### config.mk
export PLATFORM = sky130hd
export DESIGN_NAME = div_seq
export DESIGN_NICKNAME = d
export VERILOG_FILES = /design/src/rtl/div_seq.sv
export SDC_FILE = /design/constraint.sdc
export NUM_CORES = 1
export LEC_CHECK = 0
export ABC_AREA = 1
export CAP_MARGIN = 20
export CORE_MARGIN = 3
export CORE_UTILIZATION = 40
export DETAILED_ROUTE_END_ITERATION = 6
export PLACE_DENSITY = 0.9
export SYNTH_ARGS = -nofsm -noshare
export SYNTH_HDL_FRONTEND = slang
export SYNTH_SLANG_ARGS = --single-unit
### constraint.sdc
create_clock -name clk -period 10.3 [get_ports clk]
set_clock_uncertainty 0.1 [all_clocks]
set_input_delay 3.09 -clock clk [delete_from_list [all_inputs] [get_ports clk]]
set_output_delay 3.09 -clock clk [all_outputs]
set_load 0.05 [all_outputs]
### src/rtl/div_seq.sv
// ---------------------------------------------------------------------------
// div_seq : sequencer between the control unit and the 32-bit iterative
// divider.
//
// Accepts a one-cycle divide request, latches the operands and pulses the
// divider start. It keeps the operands steady while the divider runs, counts
// its iterations and copies the result into the architectural HI/LO
// registers. A zero divisor is caught here and never reaches the divider.
// mthi/mtlo writes are applied only while the sequencer is not busy.
//
// Ports
//   clk          in   system clock, rising edge
//   reset        in   asynchronous, active-high reset
//   req          in   divide request pulse (sampled in IDLE only)
//   op_a, op_b   in   dividend / divisor, sampled with req
//   mthi, mtlo   in   write wdata to hi / lo (ignored while busy)
//   wdata        in   data for mthi / mtlo
//   div_hi       in   divider remainder
//   div_lo       in   divider quotient
//   div_start    out  registered start pulse to the divider
//   div_a, div_b out  registered operands, held until the next accepted req
//   busy         out  division in progress
//   done         out  one-cycle completion pulse
//   div_by_zero  out  one-cycle pulse alongside done when op_b == 0
//   hi, lo       out  architectural HI / LO
// ---------------------------------------------------------------------------
module div_seq #(
  parameter int DIV_CYCLES = 32
) (
  input  logic        clk,
  input  logic        reset,
  input  logic        req,
  input  logic [31:0] op_a,
  input  logic [31:0] op_b,
  input  logic        mthi,
  input  logic        mtlo,
  input  logic [31:0] wdata,
  input  logic [31:0] div_hi,
  input  logic [31:0] div_lo,
  output logic        div_start,
  output logic [31:0] div_a,
  output logic [31:0] div_b,
  output logic        busy,
  output logic        done,
  output logic        div_by_zero,
  output logic [31:0] hi,
  output logic [31:0] lo
);

  localparam int CW = (DIV_CYCLES > 1) ? $clog2(DIV_CYCLES) : 1;

  typedef enum logic [1:0] {
    S_IDLE  = 2'd0,
    S_START = 2'd1,
    S_RUN   = 2'd2
  } state_t;

  state_t        r_state,  w_state_nxt;
  logic [CW-1:0] r_count,  w_count_nxt;
  logic          r_start,  w_start_nxt;
  logic [31:0]   r_a,      w_a_nxt;
  logic [31:0]   r_b,      w_b_nxt;
  logic          r_busy,   w_busy_nxt;
  logic          r_done,   w_done_nxt;
  logic          r_dbz,    w_dbz_nxt;
  logic [31:0]   r_hi,     w_hi_nxt;
  logic [31:0]   r_lo,     w_lo_nxt;

  // Next-state and next-output logic.
  always_comb begin
    // NOTE: every signal gets a default before any branch, so no path can
    // leave one unassigned and infer a latch.
    w_state_nxt = r_state;
    w_count_nxt = r_count;
    w_start_nxt = r_start;
    w_a_nxt     = r_a;
    w_b_nxt     = r_b;
    w_busy_nxt  = r_busy;
    w_done_nxt  = 1'b0;
    w_dbz_nxt   = 1'b0;
    w_hi_nxt    = r_hi;
    w_lo_nxt    = r_lo;

    // Register moves are only legal while idle; the control unit stalls on
    // busy, so anything arriving during a division is simply dropped.
    if (!r_busy) begin
      if (mthi) w_hi_nxt = wdata;
      if (mtlo) w_lo_nxt = wdata;
    end

    unique case (r_state)
      S_IDLE: begin
        if (req) begin
          if (op_b != 32'd0) begin
            w_a_nxt     = op_a;
            w_b_nxt     = op_b;
            w_start_nxt = 1'b1;
            w_busy_nxt  = 1'b1;
            w_state_nxt = S_START;
          end else begin
            // Zero divisor: answer straight away without starting the
            // divider; its own sticky zero flag is never consulted.
            w_done_nxt = 1'b1;
            w_dbz_nxt  = 1'b1;
          end
        end
      end

      S_START: begin
        // The divider sees the start pulse on this edge, which is its first
        // iteration; DIV_CYCLES-1 more edges follow before results settle.
        w_start_nxt = 1'b0;
        w_count_nxt = CW'(DIV_CYCLES - 1);
        w_state_nxt = S_RUN;
      end

      S_RUN: begin
        if (r_count != '0) begin
          w_count_nxt = r_count - CW'(1);
        end else begin
          w_hi_nxt    = div_hi;
          w_lo_nxt    = div_lo;
          w_done_nxt  = 1'b1;
          w_busy_nxt  = 1'b0;
          w_state_nxt = S_IDLE;
        end
      end

      default: w_state_nxt = S_IDLE;
    endcase
  end

  // State and output registers.
  always_ff @(posedge clk or posedge reset) begin
    if (reset) begin
      r_state <= S_IDLE;
      r_count <= '0;
      r_start <= 1'b0;
      r_a     <= '0;
      r_b     <= '0;
      r_busy  <= 1'b0;
      r_done  <= 1'b0;
      r_dbz   <= 1'b0;
      r_hi    <= '0;
      r_lo    <= '0;
    end else begin
      // NOTE: non-blocking assignments so every register samples the values
      // from before this edge, independent of statement order.
      r_state <= w_state_nxt;
      r_count <= w_count_nxt;
      r_start <= w_start_nxt;
      r_a     <= w_a_nxt;
      r_b     <= w_b_nxt;
      r_busy  <= w_busy_nxt;
      r_done  <= w_done_nxt;
      r_dbz   <= w_dbz_nxt;
      r_hi    <= w_hi_nxt;
      r_lo    <= w_lo_nxt;
    end
  end

  assign div_start   = r_start;
  assign div_a       = r_a;
  assign div_b       = r_b;
  assign busy        = r_busy;
  assign done        = r_done;
  assign div_by_zero = r_dbz;
  assign hi          = r_hi;
  assign lo          = r_lo;

endmodule
# Yosys cells after proc, flatten, opt, wreduce, memory -nomap -nowiden
# Index checks and enable logic that the tools add are counted.
# word_totals
elab_cells	52
input_bits	165
out_inout_bits	132
ff_bits	139
# op_classes
mux	24
addsub	1
n_reduce_logical	11
eq_ne	6
# ops
operator	n
2-to-1 mux 32 bit	8
nonzero test 32 bit	1
one-hot mux 5 bit (2 select lines)	1
AND reduction 3 bit	3
inequality test 2 bit, second input constant	4
2-to-1 mux 1 bit	7
2-to-1 mux 2 bit	3
one-hot mux 1 bit (2 select lines)	3
one-hot mux 2 bit (3 select lines)	1
nonzero test 2 bit	3
2-to-1 mux 5 bit	1
nonzero test 5 bit	1
subtractor 5 x 1 -> 5 bit, second input constant	1
AND reduction 4 bit	1
== test 2 x 1 -> 1 bit, second input constant	1
== test 2 bit, second input constant	1
zero test 2 bit	1
AND reduction 2 bit	1

# Depth between registers and ports, before layout
# Gate-level depths: netlist (run 1).
# logic_depth
word_depth	4
mapped_depth	10
mapped_depth_nobuf	9

# Worst setup path after synthesis (run 1)
# OpenSTA, ideal clock, no wires.
# synth_path
kind	input port to flip-flop
start	input port op_b[11]
end	register r_a[10], in the netlist div_a[10]
cell_stages	9
arrival_ns	3.997
t_required_ns	10.134
n_path_buf	2
setup_slack_ns	6.137
path_cell_list	nor2_1 -> nand2_1 -> nor2_1 -> nand2_1 -> o21ai_2 -> buf_4 -> buf_4 -> nand2_1 -> nand2_1
# synth_between
elab_chain_cells	2
# synth_rtl
item	line	text
start: declaration	34	input logic [31:0] op_b,
nonzero test 32 bit	94	if (op_b != 32'd0) begin
AND reduction 3 bit (no source line)	--	
end signal: assignment	152	r_a <= w_a_nxt;
end: declaration	61	logic [31:0] r_a, w_a_nxt;
# Every way passes these cells.
# A chain may end at the register's enable or synchronous reset.

# Final worst setup path (run 1)
# layout_path
start	register r_lo[22], in the netlist lo[22]
end	output port lo[22]
# layout_rtl
item	line	text
start: declaration	67	logic [31:0] r_lo, w_lo_nxt;
start signal: assignment	158	r_lo <= w_lo_nxt;
end: declaration	47	output logic [31:0] lo
# No word-level cell between the ends.

==> reports/summary.txt, run 1 <==
IO Pins: 297
Initial antenna violation count: 0
Routability cong.: 0.8903
Die Span Y: 129.7 um
Dpl hpwl: 14.33 mm
Worst Path Buf+Inv: 1
Cts bufs inserted: 17
Crit path arrival time: 1660 ps
Die W: 129.7 um
Fraction of layout instances using a drive strength above 1: 4.635%
Setup CP Type: reg2out
Final setup vio count: 0
Vias/cell: 5.289
Input/output buffers: 296
Hold Buf Count CTS: 0
Hold Crit Endpoint: div_b[16]$_DFFE_PP0P_
Htree depth: 4
Via count: 6,336
Adder-cell area share of the yosys netlist: 0.2045%
Final count of hold timing violations: 0
Commonest cells after routing, fill and taps aside: 296 x clkdlybuf4s50_1, 216 x nand2_1, 139 x dfrtp_1, 130 x nand3_1, 94 x nor2_1
Compound-cell area share of the yosys netlist: 7.381%
MaxCap Viol Count: 0
R2R cell count: 8
Synth top area share: 56.84%
Antenna-violating nets left: 0
Total gr overflow: 0
XOR/XNOR share of the synthesized area: 0%
Most common cell after layout, fill and taps aside: clkdlybuf4s50_1
Sequential area share after synthesis: 56.84%
Hold slack: 366.8 ps
Worst path slowest cell: clkdlybuf4s50_1
Power Density: 340.3 nW/um2
Row Count: 44
Clock transition at path regs: 60 ps
Die area: 16,820 um2
Max VDD drop: 0.2571 mV
Hold Path Depth: 2
Tightest Pin Transition: 939.9 ps
Fin cells: 1,198
CTS tree: done
Data required time of the worst path: 7110 ps
Initial core utilization: 41.48%
DRT iter0 DRCs: 450
Yosys warning total: 0
Setup repair bufs after CTS: 0
Reg2reg start: r_count[0]$_DFFE_PP0P_
First-pass GRT wire length: 32.20 mm
Worst flop-to-flop path endpoint: lo[30]$_DFF_PP0_
Hold path start: div_b[16]$_DFFE_PP0P_
Area added between synthesis and finish: 60.29%
R2R setup slack: 7680 ps
Worst path top cell family by delay: buffers and inverters
RSZ-0062 raised after global routing: no
Clk_lat worst skew: 410 ps
Core area: 14,750 um2
Synth Area per Inst: 8.349 um2
Gr usage total: 24.52%
Mux share of post-synthesis cell area: 0%
Final WL: 20.83 mm
Residual DRC count: 0
Post-Synthesis Cells: 733
Routed len/inst: 17.39 um
Synthesized area: 6120 um2
Antenna diodes: 0
Largest family of logic cells by synthesized area: simple AND/OR/NAND/NOR gates
Final #Nets: 1,168
Leak Pwr: 4.455 nW
Final min period: 4845 ps
Critical Path Source Type: flip-flop
Slew headroom: 37.34%
Tcrit/Tclk final: 47.04%
Final core occ: 66.49%
Mapped Nets: 899
Seq cells post-synth: 139
CP max FO: 2
Fin Setup TNS: 0 ps
Clk sinks: 139
Netlist cell types: 19
DRT Pass-1 Iters: 5
Area contributors post-synth: dfrtp_1 57%, nand2_1 13%, nand3_1 11%
Largest net degree at the start of global routing: 81
Crit path largest cell delay: 840 ps
Leading area contributor after synthesis: dfrtp_1
Placed Instances: 1,167
Final max-slew violation count: 0
Vias in the first global route: 6,260
Worst-case clock buffer depth: 2
Outcome: completed
Post_cts resized: 0
Critical path capture point type: primary output
Achievable Freq: 206.4 MHz
Total power: 3.338 mW
Hold crit path type: reg2reg
CTS Root Cell: clkbuf_16
Simple-Gate Fraction of Synth Area: 30.34%
Critical path, cell by cell: clkdlybuf4s50_1
[where the power goes]
part           total, mW  internal (mW)  switching (mW)
Sequential         0.927          0.788           0.139
Combinational       1.76          0.574            1.19
Clock              0.647          0.405           0.242
[state kept, by name (all words and copies together), names as in the netlist, 2 cells and up]
signal   flops
div_a       32
div_b       32
hi          32
lo          32
r_count      5
r_state      2
[cells by family after synthesis]
kind of cell / after synthesis
flip-flops: 139
buffers and inverters: 73
AO/OA/AOI/OAI: 73
AND/OR/NAND/NOR: 447
adder cells (fa/ha/maj): 1
[per-layer routing]
metal  vias to the layer above  track usage [%]  share of wire (%)
met5                         -                0                  0
li1                       2976                -                  -
met2                       297            41.31                 51
met4                         0            12.04                3.7
met3                        54            6.877                7.7
met1                      3009            28.90                 38
[metrics by stage]
stage	worst slack (ps)	cell area [um2]
floorplan	3385	6120
global placement	4985	9159
detailed placement	5099	9186
CTS	5435	9809
global route	5387	9809
finish	5455	9809
[how the worst max path moves through the flow]
| stage | from | endpoint | slack [ps] | cells past startpoint |
|---|---|---|---|---|
| after global routing | reset | hi[8]$_DFF_PP0_ | 5390 | 3 |
| final | lo[22]$_DFF_PP0_ | lo[22] | 5450 | 1 |
| after global placement | mtlo | lo[22]$_DFF_PP0_ | 4980 | 5 |
| after detailed placement | req | div_a[21]$_DFFE_PP0P_ | 5100 | 8 |
| after floorplan | reset | busy$_DFFE_PP0P_ | 3390 | 1 |
| after CTS | lo[22]$_DFF_PP0_ | lo[22] | 5430 | 1 |
[final cells by class]
cell class / instances / area, um2
repair buffers: 306 / 3058
multi-input cells: 521 / 2351
clock inverters: 14 / 197.7
fillers: 1111 / 4945
inverters: 17 / 68.82
clock buffers: 17 / 425.4
flip-flops and latches: 139 / 3478
well taps: 184 / 230.2
[cells in the mapped netlist, drive strengths merged]
cell and n:
ha 1, a22oi 1, o21ai 7, inv 17, nor2 95, nand2 217
a31oi 64, nand3b 1, nor3 1, nand3 131, and2 1, a21oi 1
dfrtp 139, clkbuf 28, buf 28, nand4 1
Note: power is estimated with default switching activity, not from simulation.
==> run 2, diff against run 1 <==
Settings changed: CORE_UTILIZATION 40 to 37, PLACE_DENSITY 0.9 to 0.88.
Clock period 10.3 ns to 4.35 ns, I/O delays scaled along.
==> run 2 against run 1 <==
Against the previous run: total power grew 130%; routed wire length shrank 1.7%; first-iteration DRC count shrank 6.9%; critical path depth is the same; cell count grew 3.0%.
==> reports/summary.txt, run 2 (synthesized netlist as in run 1, its figures left out) <==
Outcome: completed
Slew headroom: 35.55%
Pint: 4.110 mW
Gr usage total: 22.31%
Final setup vio count: 0
CTS tree: done
Core area: 16,060 um2
First-pass GRT wire length: 32.34 mm
Worst Path Buf+Inv: 1
Critical path, cell by cell: clkdlybuf4s50_1
Routability cong.: 0.8379
Commonest cells after routing, fill and taps aside: 296 x clkdlybuf4s50_1, 216 x nand2_1, 139 x dfrtp_1, 130 x nand3_1, 94 x nor2_1
Via count: 6,207
Pre-CTS WS: 1012 ps
Post_cts resized: 0
Most common cell after layout, fill and taps aside: clkdlybuf4s50_1
Row Count: 46
Tightest Pin Transition: 966.7 ps
CTS Root Cell: clkbuf_16
Area added between synthesis and finish: 61.34%
Tcrit/Tclk final: 70.27%
Switching fraction of total power: 47.39%
Crit path arrival time: 1650 ps
Clk sinks: 139
Setup CP Type: reg2out
Hold crit path type: reg2reg
Vias/cell: 5.030
Critical Path Source Type: flip-flop
Total power: 7.811 mW
Fin Setup TNS: 0 ps
Layout fillers: 1,318
Die W: 134.6 um
Initial antenna violation count: 0
Htree depth: 4
Worst-case clock buffer depth: 2
Sw power: 3.702 mW
Final #Nets: 1,171
Critical Path Start: busy$_DFFE_PP0P_
Fin cells: 1,234
RSZ-0062 raised after global routing: no
Data required time of the worst path: 2940 ps
Antenna diodes: 0
Dpl hpwl: 14.49 mm
Die area: 18,120 um2
Final count of hold timing violations: 0
Placed Instances: 1,201
MaxCap Viol Count: 0
Worst path slowest cell: clkdlybuf4s50_1
Achievable Freq: 327.2 MHz
Initial core utilization: 38.11%
Worst path top cell family by delay: buffers and inverters
Total gr overflow: 0
Crit path largest cell delay: 840 ps
Input/output buffers: 296
CP max FO: 3
Leak Pwr: 4.454 nW
Largest net degree at the start of global routing: 89
Final max-slew violation count: 0
Routed len/inst: 16.59 um
Max VDD drop: 0.5027 mV
Register share of total power: 28.2%
Fraction of layout instances using a drive strength above 1: 4.912%
Setup repair bufs after CTS: 0
Worst setup margin: 1293 ps
DRT iter0 DRCs: 419
Logic pwr share: 53.3%
Hold path start: div_b[19]$_DFFE_PP0P_
Critical path capture point type: primary output
Antenna-violating nets left: 0
Final WL: 20.47 mm
IO Pins: 297
Final min period: 3057 ps
Clock power frac: 18.5%
Hold Buf Count CTS: 0
Cts bufs inserted: 17
Residual DRC count: 0
Clock transition at path regs: 60 ps
DRT Pass-1 Iters: 5
Vias in the first global route: 6,341
Power Density: 791.2 nW/um2
Reg2reg start: r_count[0]$_DFFE_PP0P_
Die Span Y: 134.6 um
Clk_lat worst skew: 410 ps
==> run 2: cell types whose count changed in the layout (fill, tap and decap cells not counted) <==
cell / change
clkinv_2: -1
clkinv_4: -2
clkinvlp_4: +3
clkbuf_1: +1
buf_12: +4
bufinv_16: -2
clkbuf_8: +2
buf_16: -1
==> run 2: path summary, 6_finish.rpt <==
kind                                          to  slack (ps)  cells past startpoint
max                                         busy        1290                      1
min                        div_b[19]$_DFFE_PP0P_         370                      2
max reg2reg                     lo[10]$_DFF_PP0_        1640                      8
min reg2reg                div_b[19]$_DFFE_PP0P_         370                      2
max in group asynchronous  div_b[11]$_DFFE_PP0P_        2360                      4
min in group asynchronous  div_b[23]$_DFFE_PP0P_        1040                      2
==> run 2: stage by stage <==
| stage | util [%] | hold slack [ps] | area (um2) |
|---|---|---|---|
| final | 61.49 | 367.2 | 9873 |
| after global routing | 61.49 | 386.9 | 9873 |
| after floorplan | - | 386.0 | 6123 |
| after global placement | 57.65 | 353.9 | 9258 |
| after CTS | 61.36 | 372.6 | 9853 |
| after detailed placement | 57.65 | 358.1 | 9258 |
==> run 2: cell type report <==
class                      count  area (um2)  area share [%]
timing repair buffer         309        3110           31.50
sequential                   139        3478           35.23
tap                          216       270.3           2.737
clock buffer                  20       456.7           4.626
inverter                      17       67.56          0.6843
clock inverter                12       138.9           1.407
multi-input combinational    521        2351           23.81
==> run 2: power groups by stage <==
stage               clock (mW)  combinational (mW)  sequential (mW)
floorplan                    0               0.730             4.10
global placement             0                4.11             2.19
detailed placement           0                4.19             2.20
CTS                       1.47                4.19             2.20
global route              1.53                4.37             2.27
finish                    1.44                4.17             2.20
==> run 2: layer usage <==
| layer | global-route usage (%) | up-vias | wire, um |
|---|---|---|---|
| met4 | 9.333 | 0 | 690 |
| li1 | - | 2980 | - |
| met1 | 26.72 | 2931 | 8014 |
| met2 | 38.07 | 252 | 10330 |
| met5 | 0 | - | 0 |
| met3 | 6.036 | 44 | 1432 |
